### config.mk
export PLATFORM = sky130hd
export DESIGN_NAME = mem_bus_responder
export DESIGN_NICKNAME = d
export VERILOG_FILES = /design/src/rtl/mem_bus_pkg.sv /design/src/rtl/mem_bus_decode.sv /design/src/rtl/mem_bus_responder.sv
export SDC_FILE = /design/constraint.sdc
export NUM_CORES = 1
export LEC_CHECK = 0
export ABC_AREA = 0
export ABC_CLOCK_PERIOD_IN_PS = 3900
export BUFFER_PORTS_ARGS = -buffer_cell sky130_fd_sc_hd__buf_4
export CORE_MARGIN = 5
export CORE_UTILIZATION = 52
export DETAILED_ROUTE_END_ITERATION = 10
export PLACE_DENSITY = 0.9
export SETUP_SLACK_MARGIN = 0.3
export SYNTH_ARGS = -nofsm -noshare
export SYNTH_HDL_FRONTEND = slang
export SYNTH_SLANG_ARGS = --single-unit
### constraint.sdc
create_clock -name clk -period 3.9 [get_ports clk]
set_input_delay 0 -clock clk [delete_from_list [all_inputs] [get_ports clk]]
set_output_delay 0 -clock clk [all_outputs]
set_load 0.02 [all_outputs]
### src/rtl/mem_bus_pkg.sv
// Shared types and constants for the CPU memory-bus responder.
package mem_bus_pkg;

  localparam int unsigned BUS_AW = 27;
  localparam int unsigned BUS_DW = 32;

  localparam int unsigned ERR_ACCESS  = 0;
  localparam int unsigned ERR_TIMEOUT = 1;

  typedef enum logic [1:0] {
    ST_IDLE,
    ST_ROM_WAIT,
    ST_EXT_WAIT,
    ST_RESPOND
  } state_e;

  typedef enum logic [1:0] {
    REG_SDRAM,
    REG_IO,
    REG_ROM,
    REG_NONE
  } region_e;

endpackage

### src/rtl/mem_bus_decode.sv
// Combinational address decoder: region select plus window-relative offsets.
module mem_bus_decode
  import mem_bus_pkg::*;
#(
  parameter logic [BUS_AW-1:0] SDRAM_WORDS = 27'h0800000,
  parameter logic [BUS_AW-1:0] IO_BASE     = 27'h7000000,
  parameter logic [BUS_AW-1:0] IO_WORDS    = 27'h0000400,
  parameter logic [BUS_AW-1:0] ROM_BASE    = 27'h7800000,
  parameter int unsigned       ROM_AW      = 10
) (
  input  logic [BUS_AW-1:0] addr,
  output region_e           region,
  output logic [BUS_AW-1:0] io_off,
  output logic [ROM_AW-1:0] rom_off
);

  // One bit wider than the bus so a 2^ROM_AW window never truncates.
  localparam logic [BUS_AW:0] ROM_WORDS = {{BUS_AW{1'b0}}, 1'b1} << ROM_AW;

  logic [BUS_AW-1:0] rom_rel;
  logic              in_rom;
  logic              in_io;
  logic              in_sdram;

  always_comb begin
    rom_rel  = addr - ROM_BASE;
    io_off   = addr - IO_BASE;
    rom_off  = rom_rel[ROM_AW-1:0];
    in_rom   = (addr >= ROM_BASE) && ({1'b0, rom_rel} < ROM_WORDS);
    in_io    = (addr >= IO_BASE) && (io_off < IO_WORDS);
    in_sdram = (addr < SDRAM_WORDS);

    if (in_rom) begin
      region = REG_ROM;
    end else if (in_io) begin
      region = REG_IO;
    end else if (in_sdram) begin
      region = REG_SDRAM;
    end else begin
      region = REG_NONE;
    end
  end

endmodule

### src/rtl/mem_bus_responder.sv
// Bus target end: decodes each request, runs the SDRAM/IO/ROM access and
// returns a one-cycle bus_done with read data, guarded by a watchdog.
module mem_bus_responder
  import mem_bus_pkg::*;
#(
  parameter logic [BUS_AW-1:0] SDRAM_WORDS = 27'h0800000,
  parameter logic [BUS_AW-1:0] IO_BASE     = 27'h7000000,
  parameter logic [BUS_AW-1:0] IO_WORDS    = 27'h0000400,
  parameter logic [BUS_AW-1:0] ROM_BASE    = 27'h7800000,
  parameter int unsigned       ROM_AW      = 10,
  parameter int unsigned       TIMEOUT     = 1023
) (
  input  logic              clk,
  input  logic              reset,

  input  logic [BUS_AW-1:0] bus_addr,
  input  logic [BUS_DW-1:0] bus_data,
  input  logic              bus_we,
  input  logic              bus_start,
  output logic [BUS_DW-1:0] bus_q,
  output logic              bus_done,

  output logic [BUS_AW-1:0] sdram_addr,
  output logic [BUS_DW-1:0] sdram_data,
  output logic              sdram_we,
  output logic              sdram_start,
  input  logic [BUS_DW-1:0] sdram_q,
  input  logic              sdram_done,

  output logic [BUS_AW-1:0] io_addr,
  output logic [BUS_DW-1:0] io_data,
  output logic              io_we,
  output logic              io_start,
  input  logic [BUS_DW-1:0] io_q,
  input  logic              io_done,

  output logic [ROM_AW-1:0] rom_addr,
  input  logic [BUS_DW-1:0] rom_q,

  input  logic              err_clear,
  output logic [1:0]        err
);

  localparam int unsigned      CNT_W    = $clog2(TIMEOUT + 1);
  localparam logic [CNT_W-1:0] CNT_LAST = CNT_W'(TIMEOUT - 1);

  state_e            state_q, state_d;
  logic [CNT_W-1:0]  cnt_q, cnt_d;
  logic [BUS_DW-1:0] rdata_q, rdata_d;
  logic              bus_done_q, bus_done_d;
  logic [1:0]        err_q, err_d;
  logic [1:0]        err_set;

  logic [BUS_AW-1:0] sdram_addr_q, sdram_addr_d;
  logic [BUS_DW-1:0] sdram_data_q, sdram_data_d;
  logic              sdram_we_q, sdram_we_d;
  logic              sdram_start_q, sdram_start_d;

  logic [BUS_AW-1:0] io_addr_q, io_addr_d;
  logic [BUS_DW-1:0] io_data_q, io_data_d;
  logic              io_we_q, io_we_d;
  logic              io_start_q, io_start_d;

  logic [ROM_AW-1:0] rom_addr_q, rom_addr_d;

  region_e           region;
  logic [BUS_AW-1:0] io_off;
  logic [ROM_AW-1:0] rom_off;
  logic              access_fault;

  mem_bus_decode #(
    .SDRAM_WORDS (SDRAM_WORDS),
    .IO_BASE     (IO_BASE),
    .IO_WORDS    (IO_WORDS),
    .ROM_BASE    (ROM_BASE),
    .ROM_AW      (ROM_AW)
  ) u_decode (
    .addr    (bus_addr),
    .region  (region),
    .io_off  (io_off),
    .rom_off (rom_off)
  );

  always_comb begin
    state_d       = state_q;
    cnt_d         = cnt_q;
    rdata_d       = rdata_q;
    err_set       = '0;
    access_fault  = 1'b0;
    sdram_addr_d  = sdram_addr_q;
    sdram_data_d  = sdram_data_q;
    sdram_we_d    = sdram_we_q;
    sdram_start_d = sdram_start_q;
    io_addr_d     = io_addr_q;
    io_data_d     = io_data_q;
    io_we_d       = io_we_q;
    io_start_d    = io_start_q;
    rom_addr_d    = rom_addr_q;

    unique case (state_q)
      ST_IDLE: begin
        if (bus_start) begin
          unique case (region)
            REG_SDRAM: begin
              sdram_addr_d  = bus_addr;
              sdram_data_d  = bus_data;
              sdram_we_d    = bus_we;
              sdram_start_d = 1'b1;
              cnt_d         = '0;
              state_d       = ST_EXT_WAIT;
            end
            REG_IO: begin
              io_addr_d  = io_off;
              io_data_d  = bus_data;
              io_we_d    = bus_we;
              io_start_d = 1'b1;
              cnt_d      = '0;
              state_d    = ST_EXT_WAIT;
            end
            REG_ROM: begin
              if (bus_we) begin
                access_fault = 1'b1;
              end else begin
                rom_addr_d = rom_off;
                state_d    = ST_ROM_WAIT;
              end
            end
            default: access_fault = 1'b1;
          endcase
        end
      end
      ST_ROM_WAIT: begin
        rdata_d = rom_q;
        state_d = ST_RESPOND;
      end
      ST_EXT_WAIT: begin
        // The active start flag identifies the selected target; done from the
        // other one is ignored. A done on the final count still wins.
        if (sdram_start_q && sdram_done) begin
          rdata_d       = sdram_q;
          sdram_start_d = 1'b0;
          state_d       = ST_RESPOND;
        end else if (io_start_q && io_done) begin
          rdata_d    = io_q;
          io_start_d = 1'b0;
          state_d    = ST_RESPOND;
        end else if (cnt_q == CNT_LAST) begin
          rdata_d              = '0;
          sdram_start_d        = 1'b0;
          io_start_d           = 1'b0;
          err_set[ERR_TIMEOUT] = 1'b1;
          state_d              = ST_RESPOND;
        end else begin
          cnt_d = cnt_q + CNT_W'(1);
        end
      end
      ST_RESPOND: state_d = ST_IDLE;
      default:    state_d = ST_IDLE;
    endcase

    if (access_fault) begin
      rdata_d             = '0;
      err_set[ERR_ACCESS] = 1'b1;
      state_d             = ST_RESPOND;
    end

    err_d      = (err_clear ? 2'b00 : err_q) | err_set;
    bus_done_d = (state_d == ST_RESPOND);
  end

  always_ff @(posedge clk or negedge reset) begin
    if (!reset) begin
      state_q       <= ST_IDLE;
      cnt_q         <= '0;
      rdata_q       <= '0;
      bus_done_q    <= 1'b0;
      err_q         <= '0;
      sdram_addr_q  <= '0;
      sdram_data_q  <= '0;
      sdram_we_q    <= 1'b0;
      sdram_start_q <= 1'b0;
      io_addr_q     <= '0;
      io_data_q     <= '0;
      io_we_q       <= 1'b0;
      io_start_q    <= 1'b0;
      rom_addr_q    <= '0;
    end else begin
      state_q       <= state_d;
      cnt_q         <= cnt_d;
      rdata_q       <= rdata_d;
      bus_done_q    <= bus_done_d;
      err_q         <= err_d;
      sdram_addr_q  <= sdram_addr_d;
      sdram_data_q  <= sdram_data_d;
      sdram_we_q    <= sdram_we_d;
      sdram_start_q <= sdram_start_d;
      io_addr_q     <= io_addr_d;
      io_data_q     <= io_data_d;
      io_we_q       <= io_we_d;
      io_start_q    <= io_start_d;
      rom_addr_q    <= rom_addr_d;
    end
  end

  assign bus_q       = rdata_q;
  assign bus_done    = bus_done_q;
  assign err         = err_q;
  assign sdram_addr  = sdram_addr_q;
  assign sdram_data  = sdram_data_q;
  assign sdram_we    = sdram_we_q;
  assign sdram_start = sdram_start_q;
  assign io_addr     = io_addr_q;
  assign io_data     = io_data_q;
  assign io_we       = io_we_q;
  assign io_start    = io_start_q;
  assign rom_addr    = rom_addr_q;

endmodule

# After elaboration in Yosys (flattened, before gate mapping)
# Index checks and enable logic that the tools add are counted.
[word_totals]
out_inout_bits = 167
wordCells = 101
register_bits = 179
[op_classes]
magnitude_cmp = 5
bitwise = 2
n_reduce_logical = 16
n_addsub = 3
n_mux = 43
n_eq_ne = 18
[op_table]
columns = ["op", "count"]
rows = [
  ["32-bit two-way mux", 4],
  ["32-bit case mux with 2 select lines", 1],
  ["27-bit greater-or-equal comparator, second input constant", 2],
  ["27-bit by 11-bit less-than comparator with 1-bit output, second input constant", 2],
  ["27-bit subtractor, second input constant", 2],
  ["10-bit two-way mux", 5],
  ["27-bit by 24-bit less-than comparator with 1-bit output, second input constant", 1],
  ["2-bit two-way mux", 10],
  ["10-bit case mux with 2 select lines", 1],
  ["1-bit two-way mux", 17],
  ["10-bit by 1-bit adder with 10-bit output, second input constant", 1],
  ["10-bit == test, second input constant", 1],
  ["2-bit inequality test, second input constant", 5],
  ["5-bit AND reduction", 2],
  ["3-bit inequality test, second input constant", 3],
  ["2-bit == test, second input constant", 4],
  ["2-bit case mux with 4 select lines", 1],
  ["1-bit case mux with 2 select lines", 3],
  ["3-bit AND reduction", 2],
  ["6-bit AND reduction", 1],
  ["5-bit inequality test, second input constant", 1],
  ["2-bit by 1-bit == test with 1-bit output, second input constant", 2],
  ["1-bit logical AND", 4],
  ["2-bit logical NOT", 2],
  ["other kinds (9)", 10],
]

# Logic depth before layout (Yosys ltp)
# Gate-level depths: netlist of the first run.
[logic_depth]
ltp_word = 12
mapped_depth = 9

# Modules after synthesis
# Synthesis of the first run repeated with hierarchy kept, for this count alone.
[unflattened]
cells_unflattened = 707
area_unflattened_um2 = 8846.0
[by_module_without_submodules]
columns = ["module", "area_each_um2", "instances", "cells_each"]
rows = [
  ["mem_bus_responder", 8495.6, 1, 660],
  ["mem_bus_decode", 350.3, 1, 47],
]

# Worst setup path before layout of the first run
# OpenSTA, ideal clock, no wires.
[synth_path]
path_kind = "reg-to-reg"
startpoint = "reg state_q[0]"
endpoint = "reg io_addr_q[0] (netlist: io_addr[0])"
setup_ns = 0.125
t_arrival_ns = 2.097
stages_incl_launch_ff = 8
setup_slack_ns = 1.678
path_cell_list = "dfrtp_1 -> inv_1 -> ha_1 -> clkbuf_1 -> nand2_1 -> nor4_4 -> buf_6 -> mux2_2"
[synth_between]
elab_chain_cells = 2
[synth_rtl]
columns = ["element", "line", "text"]
rows = [
  ["start, declared", "mem_bus_responder.sv:47", "state_e state_q, state_d;"],
  ["start signal, assigned", "mem_bus_responder.sv:188", "state_q <= state_d;"],
  ["2-bit logical NOT", "mem_bus_responder.sv:100", "unique case (state_q)"],
  ["3-bit AND reduction (no source line)", "-", ""],
  ["end signal, assigned", "mem_bus_responder.sv:197", "io_addr_q <= io_addr_d;"],
  ["end, declared", "mem_bus_responder.sv:59", "logic [BUS_AW-1:0] io_addr_q, io_addr_d;"],
]
# No other way between the ends.
# A chain may end at the register's enable or synchronous reset.

# Final worst setup path of the first run
[layout_path]
startpoint = "reg state_q[0]"
endpoint = "reg rdata_q[8] (netlist: bus_q[8])"
[layout_between]
elab_chain_cells = 4
word_cells_on_any_way = 9
[layout_rtl]
columns = ["element", "line", "text"]
rows = [
  ["2-bit logical NOT", "mem_bus_responder.sv:100", ""],
  ["1-bit two-way mux", "mem_bus_responder.sv:100", ""],
  ["5-bit inequality test (no source line) or 3-bit nonzero test (tied branches)", "-", ""],
  ["2-bit AND reduction (no source line)", "-", ""],
  ["end signal, assigned", "mem_bus_responder.sv:190", "rdata_q <= rdata_d;"],
  ["end, declared", "mem_bus_responder.sv:49", "logic [BUS_DW-1:0] rdata_q, rdata_d;"],
]
# Several ways; a longest one is shown, not always the timed one.

==> results of run 1 <==
per-layer routing:
layer	share of wire	vias up	global-route usage
met1	0.34	3703	0.4064
met3	0.10	129	0.1055
met2	0.49	584	0.5883
met4	0.064	0	0.1989
li1	-	3094	-
met5	0	-	0
flip-flops by register name, indices dropped and copies added (netlist names), 10 cells and up:
| name | flops |
|---|---|
| bus_q | 32 |
| io_data | 32 |
| sdram_data | 32 |
| io_addr | 27 |
| sdram_addr | 27 |
| cnt_q | 10 |
| rom_addr | 10 |
through the flow:
step           cells  power [mW]  cell area [um2]    util  hold slack [ns]
5_1_grt         1233       8.268            12130  0.8347          0.05996
2_1_floorplan    594       4.332             7695       -          -0.2956
4_1_cts         1229       7.701            12120  0.8340          0.01747
6_report        1234       7.949            12130  0.8349          0.04200
3_3_place_gp    1077       5.483            10310  0.7095           0.2033
3_5_place_dp    1077       5.577            10310  0.7095           0.1910
synthesized netlist by cell type, types with 2 or more instances:
cell and instances:
a22o_1 3, o31ai_1 4, dfrtp_1 179, and2_1 5
o211ai_1 4, nor2_1 43, buf_6 5, ha_1 6
o21a_1 33, inv_1 5, nor3_1 5, a21o_1 3
o21ai_0 2, nor4b_1 2, a21oi_1 5, nand2_1 12
mux2_2 111, nor2b_1 18, clkbuf_1 36, o22ai_1 33
a22oi_1 2, nand3_1 9, nor4_1 5, nand4_1 4
a221o_1 32, o311ai_0 2
worst max-delay path, stage by stage (launching register included):
cell           delay, ns
dfrtp_1             0.42
inv_1               0.10
ha_1                0.14
buf_4               0.20
clkinv_1            0.49
nor2_2              0.35
buf_4               0.39
a221o_1             0.25
dlygate4sd3_1       0.58
o22ai_1             0.09
nor2_1              0.14
placed cells by master, fill, tap and decap left out, types with 6 or more instances in the layout:
cell / n
mux2_2: 111
nor2b_1: 18
dfrtp_1: 179
o22ai_1: 33
o21a_1: 33
dlygate4sd3_1: 120
ha_1: 6
a221o_1: 32
nand2_1: 12
nor2_1: 41
buf_4: 339
clkbuf_16: 17
nand3_1: 8
cells by family (layout without fill, tap and decap cells):
group,after synthesis,in the layout,share of synthesized area
muxes,112,112,0.1637
adders and majority gates,6,6,0.009756
other,0,5,0
and+or+nand+nor,118,118,0.08277
DFF,179,179,0.5821
AOI/OAI and AO/OA,132,132,0.1338
buffers and inverters,47,498,0.02780
timing repair:
action	CTS	global route
hold endpoints to repair	247	0
hold buffers	120	0
resized for setup	0	0
power by group:
part	leakage [nW]	internal, mW	total (mW)	switching (mW)
clock network	0.291	0.984	1.79	0.807
logic	3.45	1.69	3.54	1.85
registers	2.40	2.30	2.61	0.317
worst max-delay path by stage:
| stage | depth (start not counted) | endpoint | from | slack [ns] |
|---|---|---|---|---|
| 6_report | 10 | bus_q[8] | state_q[0] | 0.65 |
| 5_1_grt | 10 | bus_q[11] | state_q[0] | 0.56 |
| 4_1_cts | 10 | bus_q[27] | state_q[0] | 0.85 |
| 3_5_place_dp | 6 | io_data[26] | state_q[0] | 1.25 |
| 3_3_place_gp | 6 | io_addr[7] | state_q[0] | 1.37 |
| 2_1_floorplan | 7 | io_addr[0] | state_q[0] | 1.68 |
final cells by class:
cell class	count	area, um2	area share
Sequential cell	179	4479	0.3691
Timing Repair Buffer	460	3757	0.3097
Antenna cell	5	12.51	0.001031
Clock buffer	18	439.2	0.03619
Multi-Input combinational cell	368	3023	0.2491
Tap cell	184	230.2	0.01897
Clock inverter	14	170.2	0.01402
Inverter	6	22.52	0.001856
==> results.sh, run 1 <==
export IMPL_skew_ns=0.008742
export IMPL_wl_per_cell_um=24.85
export IMPL_grt_pass1_wl_um=48020
export IMPL_seq_area_frac_synth=0.5821
export IMPL_critPathLaunchType="flip-flop"
export IMPL_syn_area_mm2=0.007695
export IMPL_cts_max_level=4
export IMPL_ys_top_cells_by_area="dfrtp_1, mux2_2, a221o_1, o21a_1, o22ai_1"
export IMPL_postCtsSetupRepairBufs=0
export IMPL_syn_area_per_cell_um2=12.95
export IMPL_grt_max_degree=109
export IMPL_areaGrowthSynthToFinish_pct=57.69
export IMPL_tightest_slew_ns=1.121
export IMPL_hold_viol=0
export IMPL_vias=7510
export IMPL_gp_congestion=0.9071
export IMPL_holdPathEnd="bus_q[9]"
export IMPL_ioPinCount=329
export IMPL_clockBufferDepth=2
export IMPL_cap_violations=0
export IMPL_tns_ns=0
export IMPL_rows=44
export IMPL_via_per_inst=6.086
export IMPL_slew_headroom=0.2517
export IMPL_tritoncts="built"
export IMPL_r2r_setup_slack_ns=0.65
export IMPL_cts_sinks=179
export IMPL_status="completed"
export IMPL_fmax_mhz=308.0
export IMPL_ys_ff_latch=179
export IMPL_fin_ws_ns=0.6527
export IMPL_maxSlewViolCount=0
export IMPL_p_leak_nw=6.141
export IMPL_finalSetupViolations=0
export IMPL_reg2reg_to="bus_q[8]"
export IMPL_insertion_delay_ns=0.44
export IMPL_r2r_start="state_q[0]"
export IMPL_numPortBuffers=328
export IMPL_syn_nets=762
export IMPL_dr_pass1_iters=5
export IMPL_crit_path_end_kind="flip-flop"
export IMPL_grt_usage=0.3530
export IMPL_drive_above_1_share=0.4737
export IMPL_criticalPathCategory="reg -> reg"
export IMPL_clockRootBuffer="clkbuf_16"
export IMPL_drt_iter0_drc=675
export IMPL_min_from="io_q[9]"
export IMPL_ys_async_sr_fraction=1.000
export IMPL_grt_pass1_vias=8160
export IMPL_drc=0
export IMPL_ir_worst_vdd_mv=0.4236
export IMPL_die_w_um=131.6
export IMPL_post_dp_hpwl_um=17790
export IMPL_synth_edff_count=0
export IMPL_overflow=0
export IMPL_antenna_left=0
export IMPL_layout_worst_path_cycle_share=0.8326
export IMPL_worstPathMaxFanout=31
export IMPL_hold_path_class="in -> reg"
export IMPL_n_fill_cell=686
export IMPL_yosys_warnings=0
export IMPL_clk_pin_slew_ns=0.07
export IMPL_fin_crit_ns=3.247
export IMPL_wl_um=30670
export IMPL_power_density_mw_per_mm2=655.1
export IMPL_dp_worst_setup_slack_ns=1.249
export IMPL_fin_nets=1200
export IMPL_yosysTopAreaCellShare=0.5821
export IMPL_initial_utilization=0.5294
export IMPL_worst_ep_arrival_time_ns=3.60
export IMPL_synth_top_cell_by_area="dfrtp_1"
export IMPL_min_delay_path_depth=4
export IMPL_ys_flop_type="dfrtp_1"
export IMPL_synthCells=594
export IMPL_dieArea_mm2=0.01733
export IMPL_numCtsBuffers=17
export IMPL_coreArea_mm2=0.01453
export IMPL_reg2reg_depth=10
export IMPL_antenna_found_initial=4
export IMPL_cp_required_ns=4.25
export IMPL_die_h_um=131.6
export IMPL_rsz0062_at_grt="false"
export IMPL_netlist_cell_type_count=52
(Power assumes the default switching activity.)
==> run 2: changes to the inputs <==
--- a/config.mk
+++ b/config.mk
@@ -6,12 +6,12 @@
 export NUM_CORES = 1
 export LEC_CHECK = 0
 export ABC_AREA = 0
-export ABC_CLOCK_PERIOD_IN_PS = 3900
+export ABC_CLOCK_PERIOD_IN_PS = 3060
 export BUFFER_PORTS_ARGS = -buffer_cell sky130_fd_sc_hd__buf_4
 export CORE_MARGIN = 5
-export CORE_UTILIZATION = 52
+export CORE_UTILIZATION = 48
 export DETAILED_ROUTE_END_ITERATION = 10
-export PLACE_DENSITY = 0.9
+export PLACE_DENSITY = 0.84
 export SETUP_SLACK_MARGIN = 0.3
 export SYNTH_ARGS = -nofsm -noshare
 export SYNTH_HDL_FRONTEND = slang
==> constraint.sdc (replaced) <==
create_clock -name clk -period 3.06 [get_ports clk]
set_input_delay 0 -clock clk [delete_from_list [all_inputs] [get_ports clk]]
set_output_delay 0 -clock clk [all_outputs]
set_load 0.02 [all_outputs]
==> run 2 against run 1 <==
Effect of this change: critical path depth did not move; register-to-register slack worse by 0.23 ns; first-iteration DRC count is 34% lower; sequential power up 26%; clock-buffer cell count is 1 higher; non-clock buffer count rose by 1; sequential share of layout area shrank 0.34 points; worst hold slack worse by 0.011 ns; worst setup slack got worse by 0.23 ns; global-route usage down 6.3 points; wire length down 11%; clock skew is 0.0014 ns higher; critical endpoint is now bus_q[26]; highest routed layer unchanged.
==> results.sh, run 2 (synthesis gave the netlist of run 1 again) <==
export IMPL_fin_area_mm2=0.01225
export IMPL_wl_per_cell_um=21.72
export IMPL_numPortBuffers=328
export IMPL_antenna_found_initial=0
export IMPL_insertedDiodeCount=0
export IMPL_use_met2=0.4781
export IMPL_dpl_cell_count=1109
export IMPL_numCtsBuffers=17
export IMPL_post_dp_hpwl_um=17080
export IMPL_rsz0062_at_grt="false"
export IMPL_cp_slowest_cell="dlygate4sd3_1"
export IMPL_crit_path_end_kind="flip-flop"
export IMPL_n_fill_cell=886
export IMPL_cap_violations=0
export IMPL_finalNonFillerCells=1263
export IMPL_cts_sinks=179
export IMPL_worstPathMaxFanout=32
export IMPL_criticalPathCategory="reg -> reg"
export IMPL_ir_worst_vdd_mv=0.5147
export IMPL_dp_worst_setup_slack_ns=0.7131
export IMPL_cp_cell_sequence="inv_1 -> ha_1 -> buf_4 -> clkinvlp_4 -> nor2_2 -> buf_6 -> a221o_1 -> dlygate4sd3_1 -> o22ai_1 -> nor2_1"
export IMPL_cts_max_level=4
export IMPL_clockBufferDepth=2
export IMPL_layout_commonest_cell="buf_4"
export IMPL_hold_viol=0
export IMPL_grt_pass1_wl_um=41770
export IMPL_wl_um=27430
export IMPL_clk_pin_slew_ns=0.07
export IMPL_drive_above_1_share=0.4766
export IMPL_layout_common_cells="buf_4, dfrtp_1, dlygate4sd3_1"
export IMPL_critPathLaunchType="flip-flop"
export IMPL_fin_nets=1202
export IMPL_dpl_cell_area_mm2=0.01038
export IMPL_finalSetupViolations=0
export IMPL_via_per_inst=5.549
export IMPL_coreArea_mm2=0.01583
export IMPL_fmax_mhz=379.1
export IMPL_grt_pass1_vias=7576
export IMPL_fin_ws_ns=0.4219
export IMPL_crit_family="buffers and inverters"
export IMPL_cpPeakStageDelay_ns=0.55
export IMPL_dieArea_mm2=0.01866
export IMPL_layout_worst_path_cycle_share=0.8621
export IMPL_die_h_um=136.6
export IMPL_vias=7009
export IMPL_clockRootBuffer="clkbuf_16"
export IMPL_antenna_left=0
export IMPL_die_w_um=136.6
export IMPL_areaGrowthSynthToFinish_pct=59.14
export IMPL_power_density_mw_per_mm2=796.5
export IMPL_ioPinCount=329
export IMPL_tns_ns=0
export IMPL_status="completed"
export IMPL_fin_crit_ns=2.638
export IMPL_crit_buf_inv=5
export IMPL_drc=0
export IMPL_slew_headroom=0.3615
export IMPL_tritoncts="built"
export IMPL_worst_ep_arrival_time_ns=2.97
export IMPL_met3_usage=0.09816
export IMPL_skew_ns=0.01014
export IMPL_p_leak_nw=6.175
export IMPL_drt_iter0_drc=444
export IMPL_dr_pass1_iters=5
export IMPL_initial_utilization=0.4862
export IMPL_grt_max_degree=85
export IMPL_tightest_slew_ns=0.9578
export IMPL_gp_congestion=0.8472
export IMPL_hold_path_class="in -> reg"
export IMPL_fin_util=0.7737
export IMPL_overflow=0
export IMPL_insertion_delay_ns=0.43
export IMPL_maxSlewViolCount=0
export IMPL_grt_usage=0.2897
export IMPL_cp_required_ns=3.40
export IMPL_busiest_layer="met2"
export IMPL_met1_usage=0.3301
export IMPL_rows=46
## run 2: stage by stage
stage,total power [mW],hold slack [ns]
floorplan,5.522,-0.2956
global placement,6.956,0.1034
detailed placement,7.082,0.1039
CTS,9.654,0.005684
global route,10.20,0.03880
finish,9.754,0.03134
## run 2: final cells by class
type,count,area (um2),share of cell area
clock buffers,19,452.9,0.03699
clock inverters,13,186.4,0.01522
inverters,6,30.03,0.002452
multi-input cells,368,3015,0.2462
flip-flops and latches,179,4479,0.3658
well taps,216,270.3,0.02207
repair buffers,461,3806,0.3108
repair inverters,1,5.005,0.0004087
## run 2: final timing paths
check | cells past startpoint | slack (ns) | from | endpoint
max in group asynchronous | 3 | 1.99 | reset | io_data[17]
min in group asynchronous | 2 | 0.18 | reset | bus_q[0]
worst min-delay path | 4 | 0.03 | bus_addr[25] | sdram_start
worst min register to register | 1 | 0.49 | sdram_addr[24] | sdram_addr[24]
worst max-delay path | 10 | 0.42 | state_q[0] | bus_q[26]
worst max register to register | 10 | 0.42 | state_q[0] | bus_q[26]
## run 2: power breakdown
| part | internal, mW | switching, mW |
|---|---|---|
| Clock | 1.36 | 0.985 |
| Sequential | 2.93 | 0.376 |
| Combinational | 1.92 | 2.19 |
## run 2: layer usage
metal | up-vias | wire [um]
li1 | 3080 | -
met1 | 3423 | 9866
met2 | 422 | 13410
met3 | 84 | 2779
met4 | 0 | 1377
met5 | - | 0
## run 2: repair_timing
action                                  CTS  global route
endpoints found under the setup margin    0             6
resized for setup                         0             3
buffers inserted                          0             1
hold buffers                            120             0
endpoints found under the hold margin   225             0
## run 2: worst register-to-register path, stage by stage (launching register included)
cell and delay (ns):
dfrtp_1 0.41, inv_1 0.11, ha_1 0.15, buf_4 0.21, clkinvlp_4 0.24, nor2_2 0.17
buf_6 0.27, a221o_1 0.20, dlygate4sd3_1 0.55, o22ai_1 0.08, nor2_1 0.15
==> run 3: changes to the inputs <==
--- a/config.mk
+++ b/config.mk
@@ -5,7 +5,7 @@
 export SDC_FILE = /design/constraint.sdc
 export NUM_CORES = 1
 export LEC_CHECK = 0
-export ABC_AREA = 0
+export ABC_AREA = 1
 export ABC_CLOCK_PERIOD_IN_PS = 3060
 export BUFFER_PORTS_ARGS = -buffer_cell sky130_fd_sc_hd__buf_4
 export CORE_MARGIN = 5
==> run 3 against run 2 <==
Effect of this change: via count grew 16%; utilization is 0.46 points lower; wire length shrank 1.4%; synthesized cell count up 52%; worst setup slack improved by 0.090 ns; final cell count is 24% higher; critical endpoint is now io_data[12]; highest routed layer unchanged.
==> results.sh, run 3 <==
export IMPL_tns_ns=0
export IMPL_syn_area_per_cell_um2=8.637
export IMPL_drt_met1_wl_um=9745
export IMPL_wl_per_cell_um=17.23
export IMPL_drc=0
export IMPL_fin_util=0.7690
export IMPL_cp_cell_sequence="inv_1 -> ha_1 -> nand2_4 -> nor2_8 -> inv_2 -> buf_4 -> nand2_1 -> o21ai_1"
export IMPL_criticalPathCategory="reg -> reg"
export IMPL_seq_area_frac_synth=0.5737
export IMPL_initial_utilization=0.4897
export IMPL_crit_path_end_kind="flip-flop"
export IMPL_grt_usage=0.2794
export IMPL_power_mw=9.694
export IMPL_cts_sinks=179
export IMPL_maxUsedRoutingLayer="met4"
export IMPL_cts_max_level=4
export IMPL_holdWs_ns=0.04385
export IMPL_synth_top_cell_by_area="dfrtp_1"
export IMPL_insertion_delay_ns=0.42
export IMPL_areaGrowthSynthToFinish_pct=57.04
export IMPL_dr_wl_met3_um=2404
export IMPL_cp_required_ns=3.41
export IMPL_postCtsSetupRepairBufs=0
export IMPL_grt_pass1_wl_um=41250
export IMPL_cap_violations=0
export IMPL_worstPathMaxFanout=65
export IMPL_dpl_cell_count=1412
export IMPL_dr_pass1_iters=5
export IMPL_dp_worst_setup_slack_ns=0.6615
export IMPL_gp_congestion=0.8471
export IMPL_numPortBuffers=328
export IMPL_numCtsBuffers=17
export IMPL_met2_length_um=13270
export IMPL_coreArea_mm2=0.01594
export IMPL_yosys_warnings=0
export IMPL_n_fill_cell=988
export IMPL_grt_pass1_vias=8160
export IMPL_syn_nets=1072
export IMPL_die_h_um=137.5
export IMPL_layout_worst_path_cycle_share=0.8328
export IMPL_overflow=0
export IMPL_status="completed"
export IMPL_dpl_cell_area_mm2=0.01040
export IMPL_yosysMostFrequentCell="nand2_1"
export IMPL_fin_area_mm2=0.01226
export IMPL_fin_ws_ns=0.5118
export IMPL_hold_viol=0
export IMPL_cp_slowest_cell="inv_2"
export IMPL_finalSetupViolations=0
export IMPL_syn_area_mm2=0.007807
export IMPL_ys_flop_type="dfrtp_1"
export IMPL_antenna_found_initial=0
export IMPL_antenna_left=0
export IMPL_drive_above_1_share=0.2907
export IMPL_cpPeakStageDelay_ns=0.75
export IMPL_fmax_mhz=392.4
export IMPL_rsz0062_at_grt="false"
export IMPL_fin_nets=1507
export IMPL_hold_path_class="in -> reg"
export IMPL_skew_ns=0.01486
export IMPL_critPathLaunchType="flip-flop"
export IMPL_grt_max_degree=78
export IMPL_dieArea_mm2=0.01892
export IMPL_ir_worst_vdd_mv=0.6144
export IMPL_vias=8127
export IMPL_rows=46
export IMPL_synthTopCellsByCount="nand2_1, dfrtp_1, nor2_1"
export IMPL_clockRootBuffer="clkbuf_16"
export IMPL_clockBufferDepth=2
export IMPL_netlist_cell_type_count=36
export IMPL_maxSlewViolCount=0
export IMPL_p_leak_nw=6.482
export IMPL_tritoncts="built"
export IMPL_layout_commonest_cell="buf_4"
export IMPL_worst_ep_arrival_time_ns=2.89
export IMPL_post_dp_hpwl_um=16750
export IMPL_wl_um=27040
export IMPL_finalNonFillerCells=1569
export IMPL_synth_edff_count=0
export IMPL_clk_pin_slew_ns=0.08
export IMPL_drt_iter0_drc=486
export IMPL_ys_ff_latch=179
export IMPL_power_density_mw_per_mm2=790.7
export IMPL_ys_top_cells_by_area="dfrtp_1, nand2_1, nor2_1, o21ai_0, inv_1"
export IMPL_via_per_inst=5.180
export IMPL_fin_crit_ns=2.548
export IMPL_tightest_slew_ns=1.063
export IMPL_layout_common_cells="buf_4, nand2_1, dfrtp_1"
export IMPL_ioPinCount=329
export IMPL_ys_async_sr_fraction=1.000
export IMPL_die_w_um=137.5
export IMPL_slew_headroom=0.2912
export IMPL_synthCells=904
export IMPL_yosysTopAreaCellShare=0.5737
run 3: area by class of cell:
| type | instances | area (um2) | share of cell area |
|---|---|---|---|
| Sequential cell | 179 | 4479 | 0.3653 |
| Timing Repair Buffer | 462 | 3807 | 0.3105 |
| Antenna cell | 1 | 2.502 | 0.0002041 |
| Inverter | 91 | 346.6 | 0.02827 |
| Clock inverter | 15 | 187.7 | 0.01531 |
| Multi-Input combinational cell | 588 | 2741 | 0.2236 |
| Tap cell | 216 | 270.3 | 0.02204 |
| Clock buffer | 17 | 425.4 | 0.03470 |
run 3: layer usage:
layer,track usage,up-vias
met1,0.3198,3825
met3,0.06720,122
met2,0.4718,452
met5,0,-
li1,-,3728
met4,0.1707,0
run 3: final timing paths:
path | from | to | slack, ns | cells after the start
max | state_q[0] | io_data[12] | 0.51 | 8
min | sdram_done | sdram_start | 0.04 | 6
max reg2reg | state_q[0] | io_data[12] | 0.51 | 8
min reg2reg | sdram_addr[23] | sdram_addr[23] | 0.47 | 2
max in group asynchronous | reset | io_data[26] | 1.94 | 3
min in group asynchronous | reset | sdram_data[14] | 0.20 | 2
run 3: report_power, final:
part           internal [mW]  switching (mW)
logic                   1.71            2.45
clock network           1.18            1.04
registers               2.95           0.372
total                   5.84            3.85
run 3: cells by family (layout without fill, tap and decap cells):
| kind of cell | Yosys count | after routing | share of synthesized area |
|---|---|---|---|
| and+or+nand+nor | 394 | 394 | 0.2011 |
| AOI/OAI and AO/OA | 180 | 180 | 0.1308 |
| DFF | 179 | 179 | 0.5737 |
| buffers and inverters | 137 | 585 | 0.07580 |
| xor gates and xnor gates | 8 | 8 | 0.008975 |
| adders and majority gates | 6 | 6 | 0.009615 |
| other | 0 | 1 | 0 |
run 3: repair_timing:
item                                    CTS  global route
endpoints found under the setup margin    0            25
gates resized for setup                   0             3
hold buffers                            124             0
endpoints found under the hold margin   227             0
run 3: critical path: cells and delay by family (launching register included):
family	cells	cell delay (ns)
DFF	1	0.39
adders and majority gates	1	0.32
buffers and inverters	3	1.24
and+or+nand+nor	3	0.35
AOI/OAI and AO/OA	1	0.12
